==> src/rtl/mc_pkg.sv <==
// Shared encodings for the multicycle datapath controller.
package mc_pkg;

    localparam int unsigned STATE_W  = 4;
    localparam int unsigned OPCODE_W = 6;

    localparam logic [STATE_W-1:0] S_FETCH     = 4'd0;
    localparam logic [STATE_W-1:0] S_DECODE    = 4'd1;
    localparam logic [STATE_W-1:0] S_MEM_ADDR  = 4'd2;
    localparam logic [STATE_W-1:0] S_MEM_READ  = 4'd3;
    localparam logic [STATE_W-1:0] S_MEM_WB    = 4'd4;
    localparam logic [STATE_W-1:0] S_MEM_WRITE = 4'd5;
    localparam logic [STATE_W-1:0] S_R_EXEC    = 4'd6;
    localparam logic [STATE_W-1:0] S_R_WB      = 4'd7;
    localparam logic [STATE_W-1:0] S_BRANCH    = 4'd8;
    localparam logic [STATE_W-1:0] S_JUMP      = 4'd9;
    localparam logic [STATE_W-1:0] S_ADDI_EXEC = 4'd10;
    localparam logic [STATE_W-1:0] S_ADDI_WB   = 4'd11;
    localparam logic [STATE_W-1:0] S_HALT      = 4'd12;

    localparam logic [OPCODE_W-1:0] OP_RTYPE = 6'b000000;
    localparam logic [OPCODE_W-1:0] OP_LW    = 6'b100011;
    localparam logic [OPCODE_W-1:0] OP_SW    = 6'b101011;
    localparam logic [OPCODE_W-1:0] OP_BEQ   = 6'b000100;
    localparam logic [OPCODE_W-1:0] OP_J     = 6'b000010;
    localparam logic [OPCODE_W-1:0] OP_ADDI  = 6'b001000;

    localparam logic [1:0] SRCB_REG   = 2'b00;
    localparam logic [1:0] SRCB_FOUR  = 2'b01;
    localparam logic [1:0] SRCB_IMM   = 2'b10;
    localparam logic [1:0] SRCB_SHIMM = 2'b11;

    localparam logic [1:0] ALUOP_ADD   = 2'b00;
    localparam logic [1:0] ALUOP_SUB   = 2'b01;
    localparam logic [1:0] ALUOP_FUNCT = 2'b10;

    localparam logic [1:0] PCSRC_ALU    = 2'b00;
    localparam logic [1:0] PCSRC_ALUOUT = 2'b01;
    localparam logic [1:0] PCSRC_JUMP   = 2'b10;

    // Full control word driven toward the datapath.
    typedef struct packed {
        logic       mem_read;
        logic       mem_write;
        logic       ir_write;
        logic       i_or_d;
        logic       reg_write;
        logic       reg_dst;
        logic       mem_to_reg;
        logic       alu_src_a;
        logic [1:0] alu_src_b;
        logic [1:0] alu_op;
        logic [1:0] pc_source;
        logic       pc_en;
        logic       halted;
    } ctrl_t;

endpackage

==> src/rtl/mc_out_decode.sv <==
// Moore output decode: state -> control word, with FETCH gated by mem_ready
// and the branch PC load gated by the ALU zero flag.
module mc_out_decode
    import mc_pkg::*;
(
    input  logic [3:0] state_i,
    input  logic       mem_ready_i,
    input  logic       zero_i,
    output ctrl_t      ctrl_o
);

    logic pc_write;
    logic pc_write_cond;

    // Per-state control values; everything not named for a state stays 0.
    always_comb begin
        ctrl_o        = '0;
        pc_write      = 1'b0;
        pc_write_cond = 1'b0;
        case (state_i)
            S_FETCH: begin
                ctrl_o.mem_read  = 1'b1;
                ctrl_o.ir_write  = mem_ready_i;
                ctrl_o.alu_src_b = SRCB_FOUR;
                ctrl_o.alu_op    = ALUOP_ADD;
                ctrl_o.pc_source = PCSRC_ALU;
                pc_write         = mem_ready_i;
            end
            S_DECODE: begin
                ctrl_o.alu_src_b = SRCB_SHIMM;
                ctrl_o.alu_op    = ALUOP_ADD;
            end
            S_MEM_ADDR: begin
                ctrl_o.alu_src_a = 1'b1;
                ctrl_o.alu_src_b = SRCB_IMM;
                ctrl_o.alu_op    = ALUOP_ADD;
            end
            S_MEM_READ: begin
                ctrl_o.mem_read = 1'b1;
                ctrl_o.i_or_d   = 1'b1;
            end
            S_MEM_WB: begin
                ctrl_o.reg_write  = 1'b1;
                ctrl_o.mem_to_reg = 1'b1;
            end
            S_MEM_WRITE: begin
                ctrl_o.mem_write = 1'b1;
                ctrl_o.i_or_d    = 1'b1;
            end
            S_R_EXEC: begin
                ctrl_o.alu_src_a = 1'b1;
                ctrl_o.alu_src_b = SRCB_REG;
                ctrl_o.alu_op    = ALUOP_FUNCT;
            end
            S_R_WB: begin
                ctrl_o.reg_write = 1'b1;
                ctrl_o.reg_dst   = 1'b1;
            end
            S_BRANCH: begin
                ctrl_o.alu_src_a = 1'b1;
                ctrl_o.alu_src_b = SRCB_REG;
                ctrl_o.alu_op    = ALUOP_SUB;
                ctrl_o.pc_source = PCSRC_ALUOUT;
                pc_write_cond    = 1'b1;
            end
            S_JUMP: begin
                ctrl_o.pc_source = PCSRC_JUMP;
                pc_write         = 1'b1;
            end
            S_ADDI_EXEC: begin
                ctrl_o.alu_src_a = 1'b1;
                ctrl_o.alu_src_b = SRCB_IMM;
                ctrl_o.alu_op    = ALUOP_ADD;
            end
            S_ADDI_WB: begin
                ctrl_o.reg_write = 1'b1;
            end
            S_HALT: begin
                ctrl_o.halted = 1'b1;
            end
            default: ;
        endcase
        ctrl_o.pc_en = pc_write | (pc_write_cond & zero_i);
    end

endmodule

==> src/rtl/multicycle_control.sv <==
// Multicycle MIPS-style control unit: state register, next-state logic and
// retired-instruction counter; output decode lives in mc_out_decode.
module multicycle_control
    import mc_pkg::*;
#(
    parameter int unsigned CNT_W = 16
) (
    input  logic             clk,
    input  logic             rst,
    input  logic [5:0]       opcode,
    input  logic             zero,
    input  logic             mem_ready,
    output logic             mem_read,
    output logic             mem_write,
    output logic             ir_write,
    output logic             i_or_d,
    output logic             reg_write,
    output logic             reg_dst,
    output logic             mem_to_reg,
    output logic             alu_src_a,
    output logic [1:0]       alu_src_b,
    output logic [1:0]       alu_op,
    output logic [1:0]       pc_source,
    output logic             pc_en,
    output logic             halted,
    output logic [3:0]       state,
    output logic [CNT_W-1:0] retired
);

    logic [STATE_W-1:0] state_q;
    logic [STATE_W-1:0] state_d;
    logic [CNT_W-1:0]   retired_q;
    logic [CNT_W-1:0]   retired_d;
    logic               retire_c;
    ctrl_t              ctrl_raw;
    ctrl_t              ctrl_gated;

    // Next state and end-of-instruction detection.
    always_comb begin
        state_d  = state_q;
        retire_c = 1'b0;
        case (state_q)
            S_FETCH: begin
                if (mem_ready) state_d = S_DECODE;
            end
            S_DECODE: begin
                case (opcode)
                    OP_RTYPE:     state_d = S_R_EXEC;
                    OP_LW, OP_SW: state_d = S_MEM_ADDR;
                    OP_BEQ:       state_d = S_BRANCH;
                    OP_J:         state_d = S_JUMP;
                    OP_ADDI:      state_d = S_ADDI_EXEC;
                    default:      state_d = S_HALT;
                endcase
            end
            S_MEM_ADDR: begin
                state_d = (opcode == OP_LW) ? S_MEM_READ : S_MEM_WRITE;
            end
            S_MEM_READ: begin
                if (mem_ready) state_d = S_MEM_WB;
            end
            S_MEM_WB: begin
                state_d  = S_FETCH;
                retire_c = 1'b1;
            end
            S_MEM_WRITE: begin
                if (mem_ready) begin
                    state_d  = S_FETCH;
                    retire_c = 1'b1;
                end
            end
            S_R_EXEC:    state_d = S_R_WB;
            S_ADDI_EXEC: state_d = S_ADDI_WB;
            S_R_WB, S_BRANCH, S_JUMP, S_ADDI_WB: begin
                state_d  = S_FETCH;
                retire_c = 1'b1;
            end
            S_HALT:  state_d = S_HALT;
            default: state_d = S_HALT;
        endcase
        retired_d = retire_c ? retired_q + CNT_W'(1) : retired_q;
    end

    // State and counter registers with synchronous active-low reset.
    always_ff @(posedge clk) begin
        if (!rst) begin
            state_q   <= S_FETCH;
            retired_q <= '0;
        end else begin
            state_q   <= state_d;
            retired_q <= retired_d;
        end
    end

    mc_out_decode u_out_decode (
        .state_i     (state_q),
        .mem_ready_i (mem_ready),
        .zero_i      (zero),
        .ctrl_o      (ctrl_raw)
    );

    // Reset forces every control output quiet, independent of state.
    assign ctrl_gated = rst ? ctrl_raw : '0;

    assign mem_read   = ctrl_gated.mem_read;
    assign mem_write  = ctrl_gated.mem_write;
    assign ir_write   = ctrl_gated.ir_write;
    assign i_or_d     = ctrl_gated.i_or_d;
    assign reg_write  = ctrl_gated.reg_write;
    assign reg_dst    = ctrl_gated.reg_dst;
    assign mem_to_reg = ctrl_gated.mem_to_reg;
    assign alu_src_a  = ctrl_gated.alu_src_a;
    assign alu_src_b  = ctrl_gated.alu_src_b;
    assign alu_op     = ctrl_gated.alu_op;
    assign pc_source  = ctrl_gated.pc_source;
    assign pc_en      = ctrl_gated.pc_en;
    assign halted     = ctrl_gated.halted;
    assign state      = state_q;
    assign retired    = retired_q;

endmodule

==> config.mk <==
export PLATFORM = sky130hd
export DESIGN_NAME = multicycle_control
export DESIGN_NICKNAME = d
export VERILOG_FILES = /design/src/rtl/mc_pkg.sv /design/src/rtl/mc_out_decode.sv /design/src/rtl/multicycle_control.sv
export SDC_FILE = /design/constraint.sdc
export NUM_CORES = 1
export LEC_CHECK = 0
export CAP_MARGIN = 20
export CORE_MARGIN = 10
export CORE_UTILIZATION = 46
export DETAILED_ROUTE_END_ITERATION = 7
export PLACE_DENSITY = 0.8
export SETUP_SLACK_MARGIN = 0.05
export SLEW_MARGIN = 20
export SYNTH_ARGS = -nofsm -noshare
export SYNTH_HDL_FRONTEND = slang
export SYNTH_SLANG_ARGS = --single-unit
==> constraint.sdc <==
create_clock -name clk -period 2 [get_ports clk]
set_clock_uncertainty 0.2 [all_clocks]
set_input_delay 0.2 -clock clk [delete_from_list [all_inputs] [get_ports clk]]
set_output_delay 0.2 -clock clk [all_outputs]
set_load 0.03 [all_outputs]
==> impl_metrics.py <==
metrics = {
    "run_status": {
        "outcome": "finished, final reports clean",
    },
    "clock_tree": {
        "h-tree-depth": 1,
        "clockBufferDepth": 2,
        "clock-sinks": 20,
        "cts_buffers": 3,
        "clk_pin_slew_worst_paths_ns": 0.12,
        "clock_latency_ns": 0.31,
        "cts-root-buf": "clkbuf_4",
        "cts_tree": "built",
        "cts_hold_buf": 0,
    },
    "synth": {
        "yosysWarnings": 0,
        "ys_types": 44,
        "synth_top_area_share_pct": 28.62,
        "yosysTopAreaCell": "dfxtp_1",
        "async_flop_share_pct": 0,
        "netlist_top_cells_area": "dfxtp_1, nor2_1, a21oi_1",
        "synthesis.nets": 196,
        "synth_edf_count": 0,
        "ys_ff_latch": 20,
        "ys.flop_type": "dfxtp_1",
        "yosys-top-cells-count": "dfxtp_1, nor2_1, nand2_1",
        "synth_area_um2": 1399,
        "yosysMostFrequentCell": "dfxtp_1",
        "post_synth.cell_area_avg_um2": 7.561,
        "synthCells": 185,
        "ys_seq_area_share_pct": 28.62,
    },
    "worst_hold_path": {
        "hp-start": "retired[15]",
        "hold_path_depth": 2,
        "min_path_type": "reg -> reg",
        "hold_end": "retired[15]",
    },
    "critical_path": {
        "crit_family": "buffers and inverters",
        "slowest_delay_ns": 0.62,
        "start_kind": "input port",
        "crit_top_cell": "buf_4",
        "slowest_stage": "clkdlybuf4s50_1",
        "cp.required_ns": 1.60,
        "crit_path_end_kind": "primary output",
        "regToRegSetupSlack_ns": 0.19,
        "crit_type": "in -> out",
        "r2r-end": "retired[13]",
        "r2r_cells": 4,
        "cp_max_fo": 11,
        "critPathBufInv": 4,
        "crit_path_cell_trace": "clkdlybuf4s50_1 -> inv_2 -> buf_4 -> nor3_4 -> buf_4",
        "r2r-start": "retired[5]",
        "worstPathArrival_ns": 1.52,
    },
    "die": {
        "die_w_um": 75.15,
        "rows": 19,
        "die_h_um": 75.15,
        "initial_core_util_pct": 49.45,
        "io_pins": 46,
        "dieArea_um2": 5647,
        "core_area_um2": 2829,
    },
    "place": {
        "dp.cells": 266,
        "place_ws_ns": -0.05250,
        "dp_hpwl_um": 3433,
        "gp_congestion": 0.8422,
        "portBuffers": 45,
    },
    "grt": {
        "grt_max_degree": 13,
        "antenna_found_initial": 0,
        "grt_pass1_wl_um": 7320,
        "grt-ovfl-total": 0,
        "grt_pass1_vias": 1555,
        "grt_use_total_pct": 16.10,
    },
    "power_and_ir_drop": {
        "p_leak_nw": 0.8320,
        "ir_drop_v": 0.0006135,
        "pwr_density_cell_nw_per_um2": 596.6,
    },
    "sta": {
        "fmax_ghz": 0.5202,
        "fin_ws_ns": 0.07767,
        "slew_headroom_pct": 77.70,
        "hold_viol": 0,
        "setup_viol": 0,
        "finalCritPeriodShare_pct": 96.12,
        "rsz0062_at_grt": "yes",
        "slew_viol_final": 0,
        "min_period_ns": 1.922,
        "tightest_slew_ns": 0.3261,
    },
    "final_layout": {
        "nets": 254,
        "fillers": 226,
        "final_cell_count_no_fill": 273,
        "diodes": 0,
        "layout-drive-gt1-share_pct": 26.86,
        "synthToLayoutAreaGrowth_pct": 51.07,
    },
    "flow_run": {
        "drv_cap": 0,
    },
    "route": {
        "drt_iter0_drc": 90,
        "vias_per_cell": 6.110,
        "dr.pass1.iters": 4,
        "drc": 0,
        "wl_per_cell_um": 16.93,
        "antenna_left": 0,
        "vias": 1668,
        "drt_wl_total_um": 4621,
    },
}
-- through the flow --
stage / power, mW / hold WS [ns] / setup TNS [ns] / util [%] / cell area, um^2
2_1_floorplan: 0.7313 / 0.2053 / -0.4243 / - / 1438
3_3_place_gp: 0.8683 / 0.2671 / 0 / 68.69 / 1943
3_5_place_dp: 0.8764 / 0.2751 / -0.05250 / 68.69 / 1943
4_1_cts: 1.227 / 0.2945 / 0 / 71.52 / 2023
5_1_grt: 1.317 / 0.3158 / 0 / 74.70 / 2113
6_report: 1.261 / 0.2873 / 0 / 74.70 / 2113
-- tightest hold or removal path, stage by stage, from the launching register on --
cell and delay [ns]:
dfxtp_1 0.34, nand2_1 0.05, mux2i_1 0.06
-- cell families (layout without fill, tap and decap cells) --
logic type | Yosys count | after routing | synth area share (%)
DFF | 20 | 20 | 28.62
buffers and inverters | 17 | 74 | 6.440
adders and majority gates | 1 | 1 | 0.8943
xor gates and xnor gates | 3 | 3 | 1.879
AOI/OAI and AO/OA | 44 | 44 | 21.29
and+or+nand+nor | 94 | 94 | 36.58
muxes | 6 | 6 | 4.294
-- how the worst max path moves through the flow --
stage | startpoint | end | slack [ns] | depth (start not counted)
finish | rst | alu_src_b[1] | 0.08 | 5
global route | rst | alu_src_b[1] | 0.02 | 5
CTS | state[3] | mem_read | 0.008 | 4
detailed placement | mem_ready | retired[15] | -0.05 | 6
global placement | mem_ready | retired[15] | 0.01 | 6
floorplan | state[1] | mem_read | -0.22 | 3
-- layout by cell type, fill, tap and decap left out, types with 4 or more instances in the layout --
cell type        instances
clkdlybuf4s50_1         24
o21ai_0                 10
nor3_1                   5
buf_4                   31
nand2b_1                 7
nand4_1                  5
nand3_1                  8
dfxtp_1                 17
mux2i_1                  6
and3_1                   4
a21oi_1                 13
buf_6                    5
or3_1                    6
nor2_1                  19
nand2_1                 14
-- flip-flops by register name, indices dropped and copies added, names as in the netlist --
register / count
state: 4
retired: 16
-- per-layer routing --
layer | wire (um) | share of wire [%] | track usage, % | up-vias
met5 | 0 | 0 | 0 | -
met4 | 8 | 0.17 | 2.474 | 0
met3 | 365 | 7.9 | 4.993 | 3
met2 | 2291 | 50 | 28.19 | 58
met1 | 1956 | 42 | 19.21 | 802
li1 | - | - | - | 805
-- area by class of cell --
cell class              count  area (um^2)  share of cell area (%)
multi-input cells         148         1011                   47.84
inverters                   5        21.27                   1.007
flip-flops and latches     20        409.1                   19.36
repair buffers             65        580.6                   27.47
clock buffers               3        22.52                   1.066
well taps                  31        38.79                   1.835
clock inverters             1        30.03                   1.421
-- repair_timing --
item | CTS | global route
endpoints found under the setup margin | 9 | 18
pin swaps | 0 | 1
setup buffers | 2 | 1
resized for setup | 9 | 23
-- power breakdown --
part           total [mW]  internal [mW]  switching (mW)  leakage [nW]
combinational       0.486          0.210           0.276         0.641
clock               0.334          0.203           0.132        0.0279
sequential          0.440          0.415          0.0258         0.163
Power figures use the tool's default switching activity.
